File: src/rtl/cbus_master_seq.sv
// cbus_master_seq: host-command CBUS initiator that issues single or burst beats with incrementing addresses.
// Each beat is a fresh request edge, and each beat is aborted after TO_CYC cycles without a response.
module cbus_master_seq #(
    parameter int AW     = 10,
    parameter int DW     = 32,
    parameter int BL_W   = 4,
    parameter int TO_CYC = 64
) (
    input  logic            clk,
    input  logic            sreset,
    input  logic            cmd_valid,
    output logic            cmd_ready,
    input  logic            cmd_write,
    input  logic [AW-1:0]   cmd_addr,
    input  logic [BL_W-1:0] cmd_len,
    input  logic            wr_valid,
    input  logic [DW-1:0]   wr_data,
    output logic            wr_ready,
    output logic            rd_valid,
    output logic [DW-1:0]   rd_data,
    output logic            rd_last,
    output logic            done,
    output logic            done_err,
    output logic            busy,
    output logic            cbus_req,
    output logic            cbus_slv_cmd,
    output logic [AW-1:0]   cbus_slv_address,
    output logic [DW-1:0]   cbus_slv_wdata,
    input  logic            cbus_waccept,
    input  logic            cbus_rresp,
    input  logic [31:0]     cbus_rddata
);
    localparam int TW = (TO_CYC > 2) ? $clog2(TO_CYC) : 1;

    typedef enum logic [1:0] {IDLE, WDATA, REQ, GAP} state_t;

    state_t          state_q, state_d;
    logic            write_q, write_d;
    logic [AW-1:0]   addr_q, addr_d;
    logic [BL_W-1:0] cnt_q, cnt_d;
    logic [DW-1:0]   wdata_q, wdata_d;
    logic [TW-1:0]   to_q, to_d;
    logic            rd_valid_q, rd_valid_d;
    logic [DW-1:0]   rd_data_q, rd_data_d;
    logic            rd_last_q, rd_last_d;
    logic            done_q, done_d;
    logic            done_err_q, done_err_d;
    logic            cpl, expired;

    // Only the response matching the beat direction completes it.
    assign cpl     = write_q ? cbus_waccept : cbus_rresp;
    assign expired = to_q == TW'(TO_CYC - 1);

    always_comb begin
        state_d    = state_q;
        write_d    = write_q;
        addr_d     = addr_q;
        cnt_d      = cnt_q;
        wdata_d    = wdata_q;
        to_d       = '0;
        rd_valid_d = 1'b0;
        rd_data_d  = rd_data_q;
        rd_last_d  = 1'b0;
        done_d     = 1'b0;
        done_err_d = 1'b0;
        case (state_q)
            IDLE: if (cmd_valid) begin
                write_d = cmd_write;
                addr_d  = cmd_addr;
                cnt_d   = cmd_len;
                state_d = cmd_write ? WDATA : REQ;
            end
            WDATA: if (wr_valid) begin
                wdata_d = wr_data;
                state_d = REQ;
            end
            REQ: begin
                to_d = to_q + TW'(1);
                if (cpl) begin
                    state_d    = GAP;
                    rd_valid_d = !write_q;
                    rd_data_d  = write_q ? rd_data_q : cbus_rddata[DW-1:0];
                    rd_last_d  = !write_q && cnt_q == '0;
                end else if (expired) begin
                    state_d    = IDLE;
                    done_d     = 1'b1;
                    done_err_d = 1'b1;
                end
            end
            GAP: if (cnt_q == '0) begin
                state_d = IDLE;
                done_d  = 1'b1;
            end else begin
                addr_d  = addr_q + AW'(1);
                cnt_d   = cnt_q - BL_W'(1);
                state_d = write_q ? WDATA : REQ;
            end
            default: state_d = IDLE;
        endcase
    end

    always_ff @(posedge clk) begin
        if (sreset) begin
            state_q    <= IDLE;
            write_q    <= 1'b0;
            addr_q     <= '0;
            cnt_q      <= '0;
            wdata_q    <= '0;
            to_q       <= '0;
            rd_valid_q <= 1'b0;
            rd_data_q  <= '0;
            rd_last_q  <= 1'b0;
            done_q     <= 1'b0;
            done_err_q <= 1'b0;
        end else begin
            state_q    <= state_d;
            write_q    <= write_d;
            addr_q     <= addr_d;
            cnt_q      <= cnt_d;
            wdata_q    <= wdata_d;
            to_q       <= to_d;
            rd_valid_q <= rd_valid_d;
            rd_data_q  <= rd_data_d;
            rd_last_q  <= rd_last_d;
            done_q     <= done_d;
            done_err_q <= done_err_d;
        end
    end

    assign cmd_ready        = state_q == IDLE;
    assign busy             = state_q != IDLE;
    assign wr_ready         = state_q == WDATA && wr_valid;
    assign cbus_req         = state_q == REQ;
    assign cbus_slv_cmd     = write_q;
    assign cbus_slv_address = addr_q;
    assign cbus_slv_wdata   = wdata_q;
    assign rd_valid         = rd_valid_q;
    assign rd_data          = rd_data_q;
    assign rd_last          = rd_last_q;
    assign done             = done_q;
    assign done_err         = done_err_q;
endmodule
File: config.mk
export PLATFORM = sky130hd
export DESIGN_NAME = cbus_master_seq
export DESIGN_NICKNAME = d
export VERILOG_FILES = /design/src/rtl/cbus_master_seq.sv
export SDC_FILE = /design/constraint.sdc
export NUM_CORES = 1
export LEC_CHECK = 0
export CORE_MARGIN = 3
export CORE_UTILIZATION = 41
export DETAILED_ROUTE_END_ITERATION = 8
export PLACE_DENSITY_LB_ADDON = 0.12
export REMOVE_ABC_BUFFERS = 1
export SYNTH_ARGS = -nofsm -noshare
export SYNTH_HDL_FRONTEND = slang
export SYNTH_SLANG_ARGS = --single-unit
File: constraint.sdc
create_clock -name clk -period 2.1 [get_ports clk]
set_input_delay 0.21 -clock clk [delete_from_list [all_inputs] [get_ports clk]]
set_output_delay 0.21 -clock clk [all_outputs]
set_load 0.02 [all_outputs]
# After elaboration in Yosys (flattened, before gate mapping)
# Cells that the tools add are included.
# totals
output_inout_bits	83
register_bits	91
latchBits	0
ramBits	0
word_cells	58
n_memories	0
rom_bits	0
# classes
add_sub_neg	3
n_shift	0
reduce_logical	14
n_mul	0
eq_ne	8
mux	19
bitwise	3
order_cmp	0
n_div	0
# op_table
op	n
10-bit two-way mux	2
10-bit one-hot mux with 2 select lines	1
2-bit two-way mux	7
10-bit by 1-bit adder with 10-bit output, second input constant	1
3-bit AND reduction	3
4-bit two-way mux	2
2-bit one-hot mux with 4 select lines	1
4-bit one-hot mux with 2 select lines	1
6-bit by 1-bit adder with 6-bit output, second input constant	1
6-bit == test, second input constant	1
2-bit inequality test, second input constant	3
2-bit == test, second input constant	2
4-bit logical NOT	1
1-bit two-way mux	4
2-bit AND reduction	2
2-bit nonzero test	2
4-bit by 1-bit subtractor with 4-bit output, second input constant	1
3-bit by 1-bit inequality test with 1-bit output, second input constant	1
1-bit inverter	3
3-bit OR reduction	1
2-bit by 1-bit == test with 1-bit output, second input constant	1
1-bit logical AND	2
2-bit logical NOT	1
1-bit one-hot mux with 2 select lines	1
2 further kinds	2

# Logic depth before layout (Yosys ltp)
# Gate-level depths: netlist (run 1).
# logic_depth
word_depth	4
ltp_mapped	7
ltp_nobuf	6

# Worst setup path before layout (run 1)
# No wires, ideal clock.
# synth_path
kind	flip-flop to flip-flop
startpoint	reg cnt_q[0]
endpoint	reg addr_q[4] (netlist: cbus_slv_address[4])
arrival_ns	1.436
path_stages_with_launch	8
slack_ns	0.594
cell_sequence	dfxtp_1 -> inv_1 -> ha_1 -> nor3b_4 -> a2bb2oi_2 -> buf_4 -> o21ai_1 -> a21oi_1
# synth_between
elab_chain_cells	3
# synth_lines
element	line	text
from (decl)	40	logic [BL_W-1:0] cnt_q, cnt_d;
from (signal assigned)	119	cnt_q <= cnt_d;
4-bit logical NOT	90	GAP: if (cnt_q == '0) begin
2-bit inequality test (no source line)	n/a	
3-bit AND reduction (no source line)	n/a	
to (signal assigned)	118	addr_q <= addr_d;
to (decl)	39	logic [AW-1:0] addr_q, addr_d;
# No other way between the ends.
# A chain may end at the register's enable or synchronous reset.

# Worst setup path in the final report (run 1)
# layout_path
startpoint	reg state_q[0]
endpoint	out wr_ready
# layout_between
elab_chain_cells	2
# layout_lines
element	line	text
from (decl)	37	state_t state_q, state_d;
from (signal assigned)	116	state_q <= state_d;
2-bit by 1-bit == test with 1-bit output	132	assign wr_ready = state_q == WDATA && wr_valid;
1-bit logical AND	132	
to (decl)	18	output logic wr_ready,
# No other way between the ends.

==> results.yml, run 1 <==
status:
  status: "completed"
logic_synthesis:
  synth_common_cells: "nand2_1, dfxtp_1, a21oi_1"
  synth_most_common_cell: "nand2_1"
  synth.top_cell.area_share_pct: 49.91
  ys_seq_elements: 91
  synthArstFlopShare_pct: 0
  netlist_instances: 455
  synthFlopType: "dfxtp_1"
  synth-edff-count: 0
  yosys.area.top_type: "dfxtp_1"
  syn_area_um2: 3650
  netlist-cell-type-count: 50
  synth_area_leaders: "dfxtp_1, nand2_1, a21oi_1"
  avgSynthCellArea_um2: 8.021
  seq_area_frac_synth_pct: 49.91
  ys.warnings.count: 0
final_layout:
  finalNonFillerCells: 724
  synthToLayoutAreaGrowth_pct: 54.20
  drive_gt1_share_pct: 6.139
  diodes: 0
  final_nets: 702
critical_path:
  crit_path_start_kind: "flop"
  path_buf_inv: 3
  r2r_end: "cbus_slv_address[6]$_SDFFE_PP0P_"
  crit_fanout: 10
  worst-path-stages: 4
  path_cells: "buf_4 > nand3_2 > inv_1 > clkdlybuf4s50_1"
  crit_type: "reg2out"
  crit_required_ps: 1890
  reg2reg_slack_ps: 300
  arrival_ps: 1770
  cp_top_family: "buffers and inverters"
  crit_slowest_cell: "clkdlybuf4s50_1"
  r2r_start: "cnt_q[0]$_SDFFE_PP0P_"
  ff2ff_path_depth: 6
  cp-end-kind: "primary output"
  cpPeakStageDelay_ps: 620
clock_network:
  worstSkewPairLatency_ps: 350
  cts.sinks: 91
  ctsHoldBuffers: 0
  cts_root_buffer: "clkbuf_8"
  cts.htree.levels: 3
  cts_buffers: 9
  clock_path_buffers: 2
  cts.clk_slew.worst_paths_ps: 100
  post_cts_buffers: 0
  cts_tree: "done"
floorplan:
  rows: 33
  die_area_um2: 10070
  die_w_um: 100.4
  initial_core_util_pct: 43.33
  die_h_um: 100.4
  design.core.area_um2: 8423
  ios: 168
min_path:
  hold_end: "cbus_slv_wdata[31]$_SDFFE_PP0P_"
  hold_path_class: "in2reg"
  worstHoldStart: "wr_data[31]"
  whs_path_depth: 3
route:
  vias: 3645
  drt_pass1_iterations: 5
  dr.first_iter.drc_count: 177
  wl_per_cell_um: 14.97
  drc: 0
  viasPerCell: 5.035
  ant_nets: 0
  routed_wl_um: 10840
power_and_ir_drop:
  p_per_area_nw_per_um2: 763.9
  irDropWorstVdd_v: 0.0004082
  clock_power_share_pct: 33.6
  pwr-share-seq_pct: 44.8
  p_sw_uw: 1186
  p_leak_uw: 0.001953
  comb_power_share_pct: 21.6
  intPower_uw: 3113
  swShare_pct: 27.59
grt:
  grtUsageTotal_pct: 21.25
  grt_first_pass_wirelength_um: 17150
  grt_pass1_vias: 3451
  grt_max_degree: 52
  grt-ovfl-total: 0
  antenna_found_initial: 0
run:
  maxCapViolCount: 0
placed_design:
  post-place-ws_ps: 275.8
  portBuffers: 167
  dp_hpwl_um: 7694
  placedCellCount: 708
  place_congestion: 0.8157
sta:
  hold_viol: 0
  setup_tns_ps: 0
  fin_skew_ps: 15.39
  maxSlewViolCount: 0
  worst_pin_slew_ps: 650.1
  fin_ws_ps: 119.4
  min_period_ps: 1981
  fmax_ghz: 0.5049
  relSlewSlack_pct: 56.62
  rsz0062_at_grt: "no"
  setup_viol: 0
  period_share_pct: 94.31
kinds of logic after synthesis:
family | share of synthesized area [%]
simple gates | 25.23
flops | 49.91
compound gates | 17.48
fa+ha+maj | 1.029
buf+inv | 4.799
xor+xnor | 0.9601
mux | 0.5828
power by group through the flow:
stage | clock network (µW) | logic [µW] | registers [µW]
global placement | 0 | 917 | 1960
detailed placement | 0 | 930 | 1960
floorplan | 0 | 322 | 2060
global route | 1560 | 1010 | 1940
CTS | 1480 | 935 | 1920
finish | 1450 | 930 | 1920
area by class of cell:
class                      count  area, µm²
timing repair buffer         177       1742
tap                          105      131.4
fill                         731       2795
sequential                    91       1823
clock buffer                  10      137.6
clock inverter                 6      112.6
multi-input combinational    328       1653
inverter                       7      28.78
sequential cells by signal, summed over array words and instances (netlist names):
| signal | cells |
|---|---|
| rd_valid | 1 |
| cbus_slv_wdata | 32 |
| done | 1 |
| cnt_q | 4 |
| rd_data | 32 |
| state_q | 2 |
| to_q | 6 |
| cbus_slv_address | 10 |
| done_err | 1 |
| rd_last | 1 |
| cbus_slv_cmd | 1 |
worst max path at each step:
stage / from / to
finish: state_q[0]$_SDFFE_PP0P_ / wr_ready
detailed placement: cmd_valid / cnt_q[2]$_SDFFE_PP0P_
floorplan: state_q[0]$_SDFFE_PP0P_ / cbus_slv_wdata[0]$_SDFFE_PP0P_
global route: state_q[1]$_SDFFE_PP0P_ / cbus_req
global placement: cmd_valid / cbus_slv_address[0]$_SDFFE_PP0P_
CTS: state_q[1]$_SDFFE_PP0P_ / wr_ready
placed cells by master (no fill, tap or decap), types with 2 or more instances in the layout:
cell type | netlist | layout
a211oi_1 | 2 | 2
nand3_1 | 6 | 6
inv_1 | 6 | 6
a21o_1 | 2 | 2
clkdlybuf4s50_1 | 0 | 166
o21ai_0 | 9 | 9
clkbuf_8 | 0 | 10
o21ai_1 | 6 | 6
and4_1 | 2 | 2
a31oi_1 | 5 | 5
xnor2_1 | 2 | 2
nor2_1 | 18 | 18
nand3b_1 | 2 | 2
ha_1 | 3 | 3
nor3b_1 | 3 | 3
bufinv_16 | 0 | 3
nor4_1 | 2 | 2
nand2_1 | 142 | 142
nand2b_1 | 3 | 3
dfxtp_1 | 91 | 90
and3_1 | 3 | 3
buf_4 | 2 | 10
and2_1 | 6 | 6
clkinvlp_4 | 0 | 3
a221oi_1 | 3 | 3
nand4_1 | 3 | 3
nor3_1 | 6 | 6
a21oi_1 | 77 | 77
xor2_1 | 2 | 2
per-layer routing:
metal	part of all wire (%)	GRT usage, %	vias to the layer above
li1	-	-	1842
met1	43	28.03	1668
met2	47	33.59	123
met3	7.7	5.698	12
met4	1.6	7.461	0
met5	0	0	-
stage by stage:
stage          utilization, %  area (µm²)  hold WS [ps]  power [µW]
6_report                66.82        5628         391.5        4299
5_1_grt                 66.82        5628         382.1        4512
4_1_cts                 66.79        5625         375.7        4340
3_5_place_dp            63.80        5374         431.2        2891
3_3_place_gp            63.80        5374         426.2        2873
2_1_floorplan               -        3501         279.1        2379
worst reg2reg max path, cell delays in order, from the launching register on:
cell and delay, ps:
dfxtp_1 330, inv_1 100, ha_1 200, nor3b_4 210, a2bb2oi_2 540, o21ai_0 190, a21oi_1 170
what timing repair did:
action | 4_1_cts | 5_1_grt
endpoints found under the setup margin | 1 | 1
pin swaps | 0 | 0
resized for setup | 1 | 1
cloned | 0 | 0
No activity file was read; power rests on OpenSTA's default activity.
==> inputs of run 2 (changes only) <==
==> constraint.sdc (replaced) <==
create_clock -name clk -period 2 [get_ports clk]
set_input_delay 0.2 -clock clk [delete_from_list [all_inputs] [get_ports clk]]
set_output_delay 0.2 -clock clk [all_outputs]
set_load 0.02 [all_outputs]
==> run 2 against run 1 <==
Critical path depth stayed put. Core utilization is 0.12 points higher. Via count is 0.85% higher. Critical path type unchanged. Largest power group unchanged.
==> results.yml, run 2 (synthesis gave the netlist of run 1 again) <==
sta:
  worst_pin_slew_ps: 418.7
  min_period_ps: 1885
  relSlewSlack_pct: 71.99
  fmax_ghz: 0.5305
  period_share_pct: 94.25
  maxSlewViolCount: 0
  hold_viol: 0
  fin_ws_ps: 114.9
  rsz0062_at_grt: "no"
  hold_ws_ps: 343.5
  fin_skew_ps: 13.39
  setup_viol: 0
run:
  maxCapViolCount: 0
critical_path:
  crit_fanout: 8
  crit_type: "reg2out"
  crit_required_ps: 1800
  cpPeakStageDelay_ps: 620
  path_cells: "inv_4 > nand3_2 > inv_1 > clkdlybuf4s50_1"
  arrival_ps: 1690
  crit_path_start_kind: "flop"
  crit_slowest_cell: "clkdlybuf4s50_1"
  cp-end-kind: "primary output"
route:
  vias: 3676
  drt_pass1_iterations: 5
  wl_per_cell_um: 14.51
  dr.first_iter.drc_count: 191
  viasPerCell: 5.084
  ant_nets: 0
  drc: 0
  routed_wl_um: 10490
grt:
  antenna_found_initial: 0
  grt_max_degree: 59
  grt-ovfl-total: 0
  grtUsageTotal_pct: 20.55
  grt_pass1_vias: 3578
  grt_first_pass_wirelength_um: 16920
final_layout:
  utilization_pct: 66.93
  diodes: 0
  layout_common_cells: "clkdlybuf4s50_1, nand2_1, dfxtp_1, a21oi_1, nor2_1"
  design_area_um2: 5638
  synthToLayoutAreaGrowth_pct: 54.47
  nFillCells: 718
  final_common_cell: "clkdlybuf4s50_1"
  final_nets: 702
  drive_gt1_share_pct: 6.149
floorplan:
  design.core.area_um2: 8423
  initial_core_util_pct: 43.33
  die_h_um: 100.4
  rows: 33
  die_w_um: 100.4
  die_area_um2: 10070
  ios: 168
clock_network:
  worstSkewPairLatency_ps: 350
  clock_path_buffers: 2
  post_cts_buffers: 0
  cts.htree.levels: 3
  cts_root_buffer: "clkbuf_8"
  cts_tree: "done"
  ctsHoldBuffers: 0
  cts.clk_slew.worst_paths_ps: 80
  cts_buffers: 9
  cts.sinks: 91
placed_design:
  place_congestion: 0.7873
  place_area_um2: 5399
  dp_hpwl_um: 7511
  portBuffers: 167
  post-place-ws_ps: 114.0
power_and_ir_drop:
  irDropWorstVdd_v: 0.0004186
  p_per_area_nw_per_um2: 780.0
  p_leak_uw: 0.001958
min_path:
  hold_path_class: "in2reg"
status:
  status: "completed"
## run 2: cell count changes in the layout (fill, tap and decap cells not counted)
cell / delta
buf_12: +2
buf_4: -2
clkinvlp_4: -2
inv_6: +2
a2bb2oi_2: -1
a2bb2oi_4: +1
bufinv_16: -1
dfxtp_1: -1
dfxtp_2: +1
## run 2: layer usage
layer | wire length [µm] | track usage, % | up-vias
met3 | 867 | 5.281 | 15
met1 | 4616 | 27.45 | 1674
met5 | 0 | 0 | -
li1 | - | - | 1851
met4 | 180 | 6.425 | 0
met2 | 4827 | 32.62 | 136
## run 2: worst max-delay path, delay by kind of cell (launching register included)
family                 cells  cell delay, ps
flip-flops                 1             380
buffers and inverters      3             880
AND/OR/NAND/NOR            1              90
## run 2: what timing repair did
action                                  in CTS  in global routing
endpoints found under the setup margin       3                  3
resized for setup                            2                  2
pin swaps                                    0                  0
## run 2: report_power, final
group          internal [µW]  switching, µW
clock                    741            642
sequential              1920            106
combinational            498            490
## run 2: final timing paths
kind                                              start                                to  slack, ps  depth (start not counted)
worst max-delay path            state_q[1]$_SDFFE_PP0P_                          wr_ready        110                          4
worst min-delay path                             sreset  cbus_slv_address[4]$_SDFFE_PP0P_        340                          3
worst max register to register    cnt_q[0]$_SDFFE_PP0P_  cbus_slv_address[1]$_SDFFE_PP0P_        270                          8
worst min register to register       to_q[0]$_SDFF_PP0_                to_q[0]$_SDFF_PP0_        440                          1
## run 2: metrics by stage
step	std cells	total power [µW]	TNS [ps]
after global routing	723	4627	0
after floorplan	426	2497	-2620
final	723	4397	0
after CTS	723	4430	0
after detailed placement	708	3043	0
after global placement	708	3024	0
## run 2: area by class of cell
class                           instances  area, µm²  share of cell area [%]
Sequential cell                        91       1824                   32.36
Multi-Input combinational cell        328       1664                   29.52
Clock buffer                           10      137.6                   2.441
Clock inverter                          5      85.08                   1.509
Inverter                                7      28.78                  0.5104
Tap cell                              105      131.4                   2.330
Timing Repair Buffer                  177       1767                   31.34
